## src/rtl/wt_cache_if.sv

```systemverilog
// Core-side and memory-side handshake bundle for the write-through cache controller.
// The master modport is the core/memory environment; the slave modport is the controller.
interface wt_cache_if #(
  parameter int INDEX_W  = 5,
  parameter int OFFSET_W = 2
);
  logic                         cpu_rd;
  logic                         cpu_wr;
  logic [31:0]                  cpu_addr;
  logic [31:0]                  cpu_wdata;
  logic                         hit;
  logic                         stall;
  logic                         cache_we;
  logic [INDEX_W+OFFSET_W-1:0]  cache_waddr;
  logic [31:0]                  cache_wdata;
  logic                         mem_req;
  logic                         mem_we;
  logic [31:0]                  mem_addr;
  logic [31:0]                  mem_wdata;
  logic [31:0]                  mem_rdata;
  logic                         mem_ready;

  modport master (
    output cpu_rd, cpu_wr, cpu_addr, cpu_wdata, mem_rdata, mem_ready,
    input  hit, stall, cache_we, cache_waddr, cache_wdata,
           mem_req, mem_we, mem_addr, mem_wdata
  );

  modport slave (
    input  cpu_rd, cpu_wr, cpu_addr, cpu_wdata, mem_rdata, mem_ready,
    output hit, stall, cache_we, cache_waddr, cache_wdata,
           mem_req, mem_we, mem_addr, mem_wdata
  );
endinterface

```

## src/rtl/wt_cache_ctrl.sv

```systemverilog
// Write-through, no-write-allocate, direct-mapped cache controller.
// Keeps tag/valid state, drives the external data array and main memory,
// and stalls the core while a refill or a memory write is in flight.
// Optional feature: define STATS_EN to add saturating hit/miss/write counters.
module wt_cache_ctrl #(
  parameter int INDEX_W  = 5,
  parameter int OFFSET_W = 2
) (
  input  logic        clk,
  input  logic        reset,
  wt_cache_if.slave   bus
`ifdef STATS_EN
  ,
  output logic [31:0] rd_hit_cnt,
  output logic [31:0] rd_miss_cnt,
  output logic [31:0] wr_cnt
`endif
);

  localparam int LINES = 1 << INDEX_W;
  localparam int TAG_W = 32 - INDEX_W - OFFSET_W - 2;
  localparam logic [OFFSET_W-1:0] LAST_BEAT = '1;

  typedef enum logic [1:0] {IDLE, REFILL, WRITE_MEM, WDONE} state_t;

  state_t                      state, state_nxt;
  logic [LINES-1:0]            valid;
  logic [TAG_W-1:0]            tag_mem [LINES];
  logic [OFFSET_W-1:0]         cnt;

  logic [OFFSET_W-1:0]         off;
  logic [INDEX_W-1:0]          idx;
  logic [TAG_W-1:0]            tag;
  logic                        unused_addr_bits;

  logic                        stall_c, cache_we_c, mem_req_c, mem_we_c;
  logic [INDEX_W+OFFSET_W-1:0] cache_waddr_c;
  logic [31:0]                 cache_wdata_c, mem_addr_c, mem_wdata_c;
  logic                        last_fill;

  assign off = bus.cpu_addr[OFFSET_W+1:2];
  assign idx = bus.cpu_addr[INDEX_W+OFFSET_W+1:OFFSET_W+2];
  assign tag = bus.cpu_addr[31:INDEX_W+OFFSET_W+2];
  // Byte-lane bits are meaningless to a word-organised cache.
  assign unused_addr_bits = ^bus.cpu_addr[1:0];

  assign bus.hit         = valid[idx] && (tag_mem[idx] == tag);
  assign bus.stall       = stall_c;
  assign bus.cache_we    = cache_we_c;
  assign bus.cache_waddr = cache_waddr_c;
  assign bus.cache_wdata = cache_wdata_c;
  assign bus.mem_req     = mem_req_c;
  assign bus.mem_we      = mem_we_c;
  assign bus.mem_addr    = mem_addr_c;
  assign bus.mem_wdata   = mem_wdata_c;

  // Next-state and all bus outputs; memory outputs stay constant within a state
  // because the core holds cpu_* stable while stalled.
  always_comb begin
    state_nxt     = state;
    stall_c       = 1'b0;
    cache_we_c    = 1'b0;
    cache_waddr_c = '0;
    cache_wdata_c = '0;
    mem_req_c     = 1'b0;
    mem_we_c      = 1'b0;
    mem_addr_c    = '0;
    mem_wdata_c   = '0;
    last_fill     = 1'b0;
    case (state)
      IDLE: begin
        if (bus.cpu_wr) begin
          stall_c   = 1'b1;
          state_nxt = WRITE_MEM;
        end else if (bus.cpu_rd && !bus.hit) begin
          stall_c   = 1'b1;
          state_nxt = REFILL;
        end
      end
      REFILL: begin
        stall_c    = 1'b1;
        mem_req_c  = 1'b1;
        mem_addr_c = {tag, idx, cnt, 2'b00};
        if (bus.mem_ready) begin
          cache_we_c    = 1'b1;
          cache_waddr_c = {idx, cnt};
          cache_wdata_c = bus.mem_rdata;
          if (cnt == LAST_BEAT) begin
            last_fill = 1'b1;
            state_nxt = IDLE;
          end
        end
      end
      WRITE_MEM: begin
        stall_c     = 1'b1;
        mem_req_c   = 1'b1;
        mem_we_c    = 1'b1;
        mem_addr_c  = {bus.cpu_addr[31:2], 2'b00};
        mem_wdata_c = bus.cpu_wdata;
        if (bus.mem_ready) begin
          if (bus.hit) begin
            cache_we_c    = 1'b1;
            cache_waddr_c = {idx, off};
            cache_wdata_c = bus.cpu_wdata;
          end
          state_nxt = WDONE;
        end
      end
      WDONE: begin
        state_nxt = IDLE;
      end
      default: state_nxt = IDLE;
    endcase
  end

  // State register.
  always_ff @(posedge clk) begin
    if (reset) state <= IDLE;
    else       state <= state_nxt;
  end

  // Beat counter and valid bits; a line becomes valid only once its last beat lands.
  always_ff @(posedge clk) begin
    if (reset) begin
      cnt   <= '0;
      valid <= '0;
    end else begin
      if (state == IDLE && state_nxt == REFILL) cnt <= '0;
      if (state == REFILL && bus.mem_ready) begin
        cnt <= cnt + 1'b1;
        if (cnt == LAST_BEAT) valid[idx] <= 1'b1;
      end
    end
  end

  // Tag array; harmless to write under reset since the valid bit stays clear.
  always_ff @(posedge clk) begin
    if (last_fill) tag_mem[idx] <= tag;
  end

`ifdef STATS_EN
  function automatic logic [31:0] sat_inc(input logic [31:0] v);
    return (v == 32'hFFFF_FFFF) ? v : v + 32'd1;
  endfunction

  logic refill_done;

  // Event counters; the hit that completes a refilled read is not a true hit.
  always_ff @(posedge clk) begin
    if (reset) begin
      rd_hit_cnt  <= '0;
      rd_miss_cnt <= '0;
      wr_cnt      <= '0;
      refill_done <= 1'b0;
    end else begin
      refill_done <= last_fill;
      if (state == IDLE && state_nxt == REFILL)    rd_miss_cnt <= sat_inc(rd_miss_cnt);
      if (state == IDLE && state_nxt == WRITE_MEM) wr_cnt      <= sat_inc(wr_cnt);
      if (state == IDLE && bus.cpu_rd && !bus.cpu_wr && bus.hit && !refill_done)
        rd_hit_cnt <= sat_inc(rd_hit_cnt);
    end
  end
`endif

endmodule

```

## src/flat_wrapper.sv

```systemverilog
// flat-port wrapper written by rule: the top's interface ports become plain ports
module wt_cache_ctrl_flat 
#(
  parameter int INDEX_W  = 5,
  parameter int OFFSET_W = 2
)
  (clk, reset, bus_cpu_rd, bus_cpu_wr, bus_cpu_addr, bus_cpu_wdata, bus_mem_rdata, bus_mem_ready, bus_hit, bus_stall, bus_cache_we, bus_cache_waddr, bus_cache_wdata, bus_mem_req, bus_mem_we, bus_mem_addr, bus_mem_wdata);
  wt_cache_if #(.INDEX_W(INDEX_W), .OFFSET_W(OFFSET_W)) bus_i ();
  input  logic clk;
  input  logic reset;
  input wire logic [$bits(bus_i.cpu_rd)-1:0] bus_cpu_rd;
  input wire logic [$bits(bus_i.cpu_wr)-1:0] bus_cpu_wr;
  input wire logic [$bits(bus_i.cpu_addr)-1:0] bus_cpu_addr;
  input wire logic [$bits(bus_i.cpu_wdata)-1:0] bus_cpu_wdata;
  input wire logic [$bits(bus_i.mem_rdata)-1:0] bus_mem_rdata;
  input wire logic [$bits(bus_i.mem_ready)-1:0] bus_mem_ready;
  output wire logic [$bits(bus_i.hit)-1:0] bus_hit;
  output wire logic [$bits(bus_i.stall)-1:0] bus_stall;
  output wire logic [$bits(bus_i.cache_we)-1:0] bus_cache_we;
  output wire logic [$bits(bus_i.cache_waddr)-1:0] bus_cache_waddr;
  output wire logic [$bits(bus_i.cache_wdata)-1:0] bus_cache_wdata;
  output wire logic [$bits(bus_i.mem_req)-1:0] bus_mem_req;
  output wire logic [$bits(bus_i.mem_we)-1:0] bus_mem_we;
  output wire logic [$bits(bus_i.mem_addr)-1:0] bus_mem_addr;
  output wire logic [$bits(bus_i.mem_wdata)-1:0] bus_mem_wdata;
  assign bus_i.cpu_rd = bus_cpu_rd;
  assign bus_i.cpu_wr = bus_cpu_wr;
  assign bus_i.cpu_addr = bus_cpu_addr;
  assign bus_i.cpu_wdata = bus_cpu_wdata;
  assign bus_i.mem_rdata = bus_mem_rdata;
  assign bus_i.mem_ready = bus_mem_ready;
  assign bus_hit = bus_i.hit;
  assign bus_stall = bus_i.stall;
  assign bus_cache_we = bus_i.cache_we;
  assign bus_cache_waddr = bus_i.cache_waddr;
  assign bus_cache_wdata = bus_i.cache_wdata;
  assign bus_mem_req = bus_i.mem_req;
  assign bus_mem_we = bus_i.mem_we;
  assign bus_mem_addr = bus_i.mem_addr;
  assign bus_mem_wdata = bus_i.mem_wdata;
  wt_cache_ctrl #(.INDEX_W(INDEX_W), .OFFSET_W(OFFSET_W)) u_core (.clk(clk), .reset(reset), .bus(bus_i));
endmodule
```

## config.mk

```make
export PLATFORM = sky130hd
export DESIGN_NAME = wt_cache_ctrl_flat
export DESIGN_NICKNAME = d
export VERILOG_FILES = /design/src/rtl/wt_cache_if.sv /design/src/rtl/wt_cache_ctrl.sv /design/src/flat_wrapper.sv
export SDC_FILE = /design/constraint.sdc
export NUM_CORES = 1
export LEC_CHECK = 0
export BUFFER_PORTS_ARGS = -buffer_cell sky130_fd_sc_hd__buf_4
export CORE_ASPECT_RATIO = 1.2
export CORE_MARGIN = 2
export CORE_UTILIZATION = 45
export CTS_CLUSTER_SIZE = 14
export DETAILED_ROUTE_END_ITERATION = 7
export PLACE_DENSITY_LB_ADDON = 0.1
export SLEW_MARGIN = 20
export SYNTH_ARGS = -nofsm -noshare
export SYNTH_HDL_FRONTEND = slang
export SYNTH_SLANG_ARGS = --single-unit
```

## constraint.sdc

```tcl
create_clock -name clk -period 4.01 [get_ports clk]
set_input_delay 0.2005 -clock clk [delete_from_list [all_inputs] [get_ports clk]]
set_output_delay 0.2005 -clock clk [all_outputs]
set_load 0.005 [all_outputs]
```

==> out/qor.txt <==
status: complete, no violations
DR WL/cell: 29.1 µm
crit end category: output port
Synth async-reset ratio: 0
Worst Hold Class: in -> reg
DRC viols: 0
EDFF count, synth: 736
worst-path fanout max: 16
drt pass-1 iters: 7
Yosys reg bits: 772
vias in the first global route: 18100
worst path buffer plus inverter count: 6
MaxCap Viol Count: 0
Min Clock Period, post-route: 3.93 ns
Slew @ Worst Pin: 1.03 ns
net switching fraction of the power: 0.216
Reg clk slew, reported paths: 0.06 ns
Max-slew headroom: 0.310
die width: 243 µm
Cell Area, Placed: 0.0347 mm²
clock power share: 0.411
Antenna Cells: 0
cts bufs inserted: 79
CTS sink cnt: 772
H-tree Lvls: 3
sequential share of power: 0.527
Cell variety after synth: 49
top cells by area, synth: edfxtp_1, mux2i_1, o22ai_1
largest net degree at the start of global routing: 76
layout cell share with drive strength beyond 1: 0.228
cells after synthesis: 1901
clock skew: 0.0212 ns
Vias: 18500
Logic pwr share: 0.063
critical path's slowest cell: nor4_4
final setup vio count: 0
Mapped Area: 0.0308 mm²
# Post-CTS Setup Buffers: 0
WP data required: 3.81 ns
Seq/Total Area, Yosys: 0.741
leak pwr: 13.7 nW
GRT overflow: 0
DRT iter0 DRCs: 1984
most frequent CP cell: buf_4
drt via density: 5.76
row count: 105
starting density of the core: 0.453
IO Pins: 209
Final Max Slew Viols: 0
Pwr Density: 447 mW/mm²
root buf cell: clkbuf_16
dominant synthesized flop cell: edfxtp_1
Total Wirelength: 93.0 mm
post-synthesis area per instance: 16.2 µm²
nets: 2339
CTS tree: built
Longest Clk Path Bufs: 3
Fmax: 255 MHz
Pint: 0.0131 W
Final Cycle Share: 0.980
setup TNS: 0 ns
global-route wire length before repair: 130 mm
CP delay by family, top: simple AND/OR/NAND/NOR gates
worst setup path category: in -> out
# fillers: 5462
# port buffers: 204
Psw: 0.00361 W
placed insts: 3035
worst path cell trace: buf_4 -> buf_4 -> nand4bb_2 -> buf_4 -> buf_6 -> o22ai_1 -> nor4_1 -> and3b_1 -> o211ai_1 -> nor4_4 -> buf_12 -> nand4b_4 -> o21a_1 -> nor2_1 -> buf_4
core footprint: 0.0681 mm²
dpl ws: 0.0153 ns
overall routing resource usage: 0.261
initial antenna violation count: 0
peak supply drop: 328 µV
post-route ant nets: 0
post-route design area: 0.0375 mm²
Yosys warnings: 0
top cell type's share of synthesized area: 0.718
startpoint types: input port
Crit path largest cell delay: 0.42 ns
Final WS setup: 0.0814 ns
GP Congestion: 0.873
fin cells: 3202
die height: 291 µm
worst skew pair latency: 0.63 ns
unrepaired setup endpoints after global routing: no
placed wire-length estimate: 54.6 mm
Synth area leader: edfxtp_1
total die area: 0.0706 mm²
Arr. time, crit path: 3.73 ns
Hold Fails Final Rpt: 0
Layout Area Growth over Synthesis: 21.7%
[final cells by class]
cell class | instances | area (µm²) | area share
Timing Repair Buffer | 360 | 3260 | 0.0870
Sequential cell | 772 | 22800 | 0.609
Tap cell | 909 | 1140 | 0.0304
Clock inverter | 44 | 289 | 0.00771
Clock buffer | 97 | 2090 | 0.0557
Inverter | 42 | 158 | 0.00421
Multi-Input combinational cell | 978 | 7710 | 0.206
[kinds of logic after synthesis]
kind of cell,synth area share
buffers and inverters,0.0219
and+or+nand+nor,0.0558
muxes,0.126
DFF,0.741
other,0.000122
AOI/OAI and AO/OA,0.0533
adders and majority gates,0.00203
[path summary, 6_finish.rpt]
check	from	end	slack, ns	cells past startpoint
max	bus_cpu_addr[7]	bus_cache_waddr[4]	0.08	15
min	bus_cpu_addr[28]	u_core.tag_mem[9][19]$_DFFE_PP_	0.03	1
max reg2reg	u_core.tag_mem[19][5]$_DFFE_PP_	u_core.state[0]$_SDFF_PP0_	0.34	13
min reg2reg	u_core.valid[23]$_SDFFE_PP0P_	u_core.valid[23]$_SDFFE_PP0P_	0.46	2
[placed cells by master, fill, tap and decap left out, types with 6 or more instances in the layout]
| master | count |
|---|---|
| edfxtp_1 | 736 |
| o21ai_0 | 32 |
| o22ai_1 | 185 |
| mux2i_1 | 366 |
| inv_1 | 41 |
| dlygate4sd3_1 | 25 |
| nor4_2 | 14 |
| clkbuf_1 | 16 |
| nor2_4 | 33 |
| buf_12 | 34 |
| clkinv_2 | 20 |
| and3_1 | 11 |
| nand4b_1 | 6 |
| nor2_1 | 72 |
| a21o_1 | 6 |
| nand4bb_2 | 6 |
| dfxtp_1 | 36 |
| and2_1 | 30 |
| nand2_1 | 80 |
| mux4_2 | 8 |
| nand3_1 | 8 |
| clkbuf_16 | 82 |
| a21oi_1 | 16 |
| clkinv_1 | 17 |
| nor4_1 | 28 |
| buf_4 | 295 |
[metal layers]
| metal | vias up | track usage | routed length, µm |
|---|---|---|---|
| met5 | - | 0 | 0 |
| met4 | 0 | 0.0784 | 2400 |
| met3 | 125 | 0.0372 | 5190 |
| met2 | 591 | 0.449 | 47400 |
| met1 | 9597 | 0.343 | 38000 |
| li1 | 8138 | - | - |
[power groups by stage]
stage,clock [W],combinational (W),sequential (W)
finish,0.00688,0.00105,0.00882
global route,0.00731,0.00112,0.00882
CTS,0.00699,0.00103,0.00882
detailed placement,0,0.00100,0.00899
global placement,0,0.000989,0.00899
floorplan,0,0.000483,0.00900
[timing repair]
action                                 4_1_cts  5_1_grt
resized for setup                            9       23
pin swaps                                    2        6
setup endpoints to repair                   41       42
gates cloned                                 0        1
endpoints found under the hold margin      553        0
hold buffers                                25        0
[state kept, by name, summed over array words and instances (netlist names)]
name	cells
u_core.tag_mem	736
u_core.valid	32
u_core.cnt	2
u_core.state	2
[cell usage after synthesis (all sizes together) (6+ instances only)]
| cell type | count |
|---|---|
| or4 | 6 |
| mux4 | 8 |
| nor4 | 46 |
| nor2 | 105 |
| nand3 | 8 |
| clkbuf | 32 |
| buf | 78 |
| and3 | 12 |
| o21ai | 37 |
| dfxtp | 36 |
| edfxtp | 736 |
| o22ai | 185 |
| a21oi | 16 |
| mux2i | 368 |
| nand2 | 80 |
| a21o | 6 |
| nand4b | 7 |
| inv | 42 |
| nand4bb | 6 |
| and2 | 30 |
[worst register-to-register path, delay by kind of cell (launching register included)]
kind,cells,cell delay (ns)
simple gates,3,1.33
buf+inv,4,1.03
compound gates,5,0.65
flops,1,0.37
mux,1,0.16
[through the flow]
stage               hold slack, ns   util  total power (W)
floorplan                    0.299      -          0.00948
finish                      0.0314  0.551           0.0168
detailed placement           0.454  0.509           0.0100
global route                0.0401  0.551           0.0172
global placement             0.444  0.509          0.00998
CTS                        0.00694  0.549           0.0168
Power figures use the tool's default switching activity.
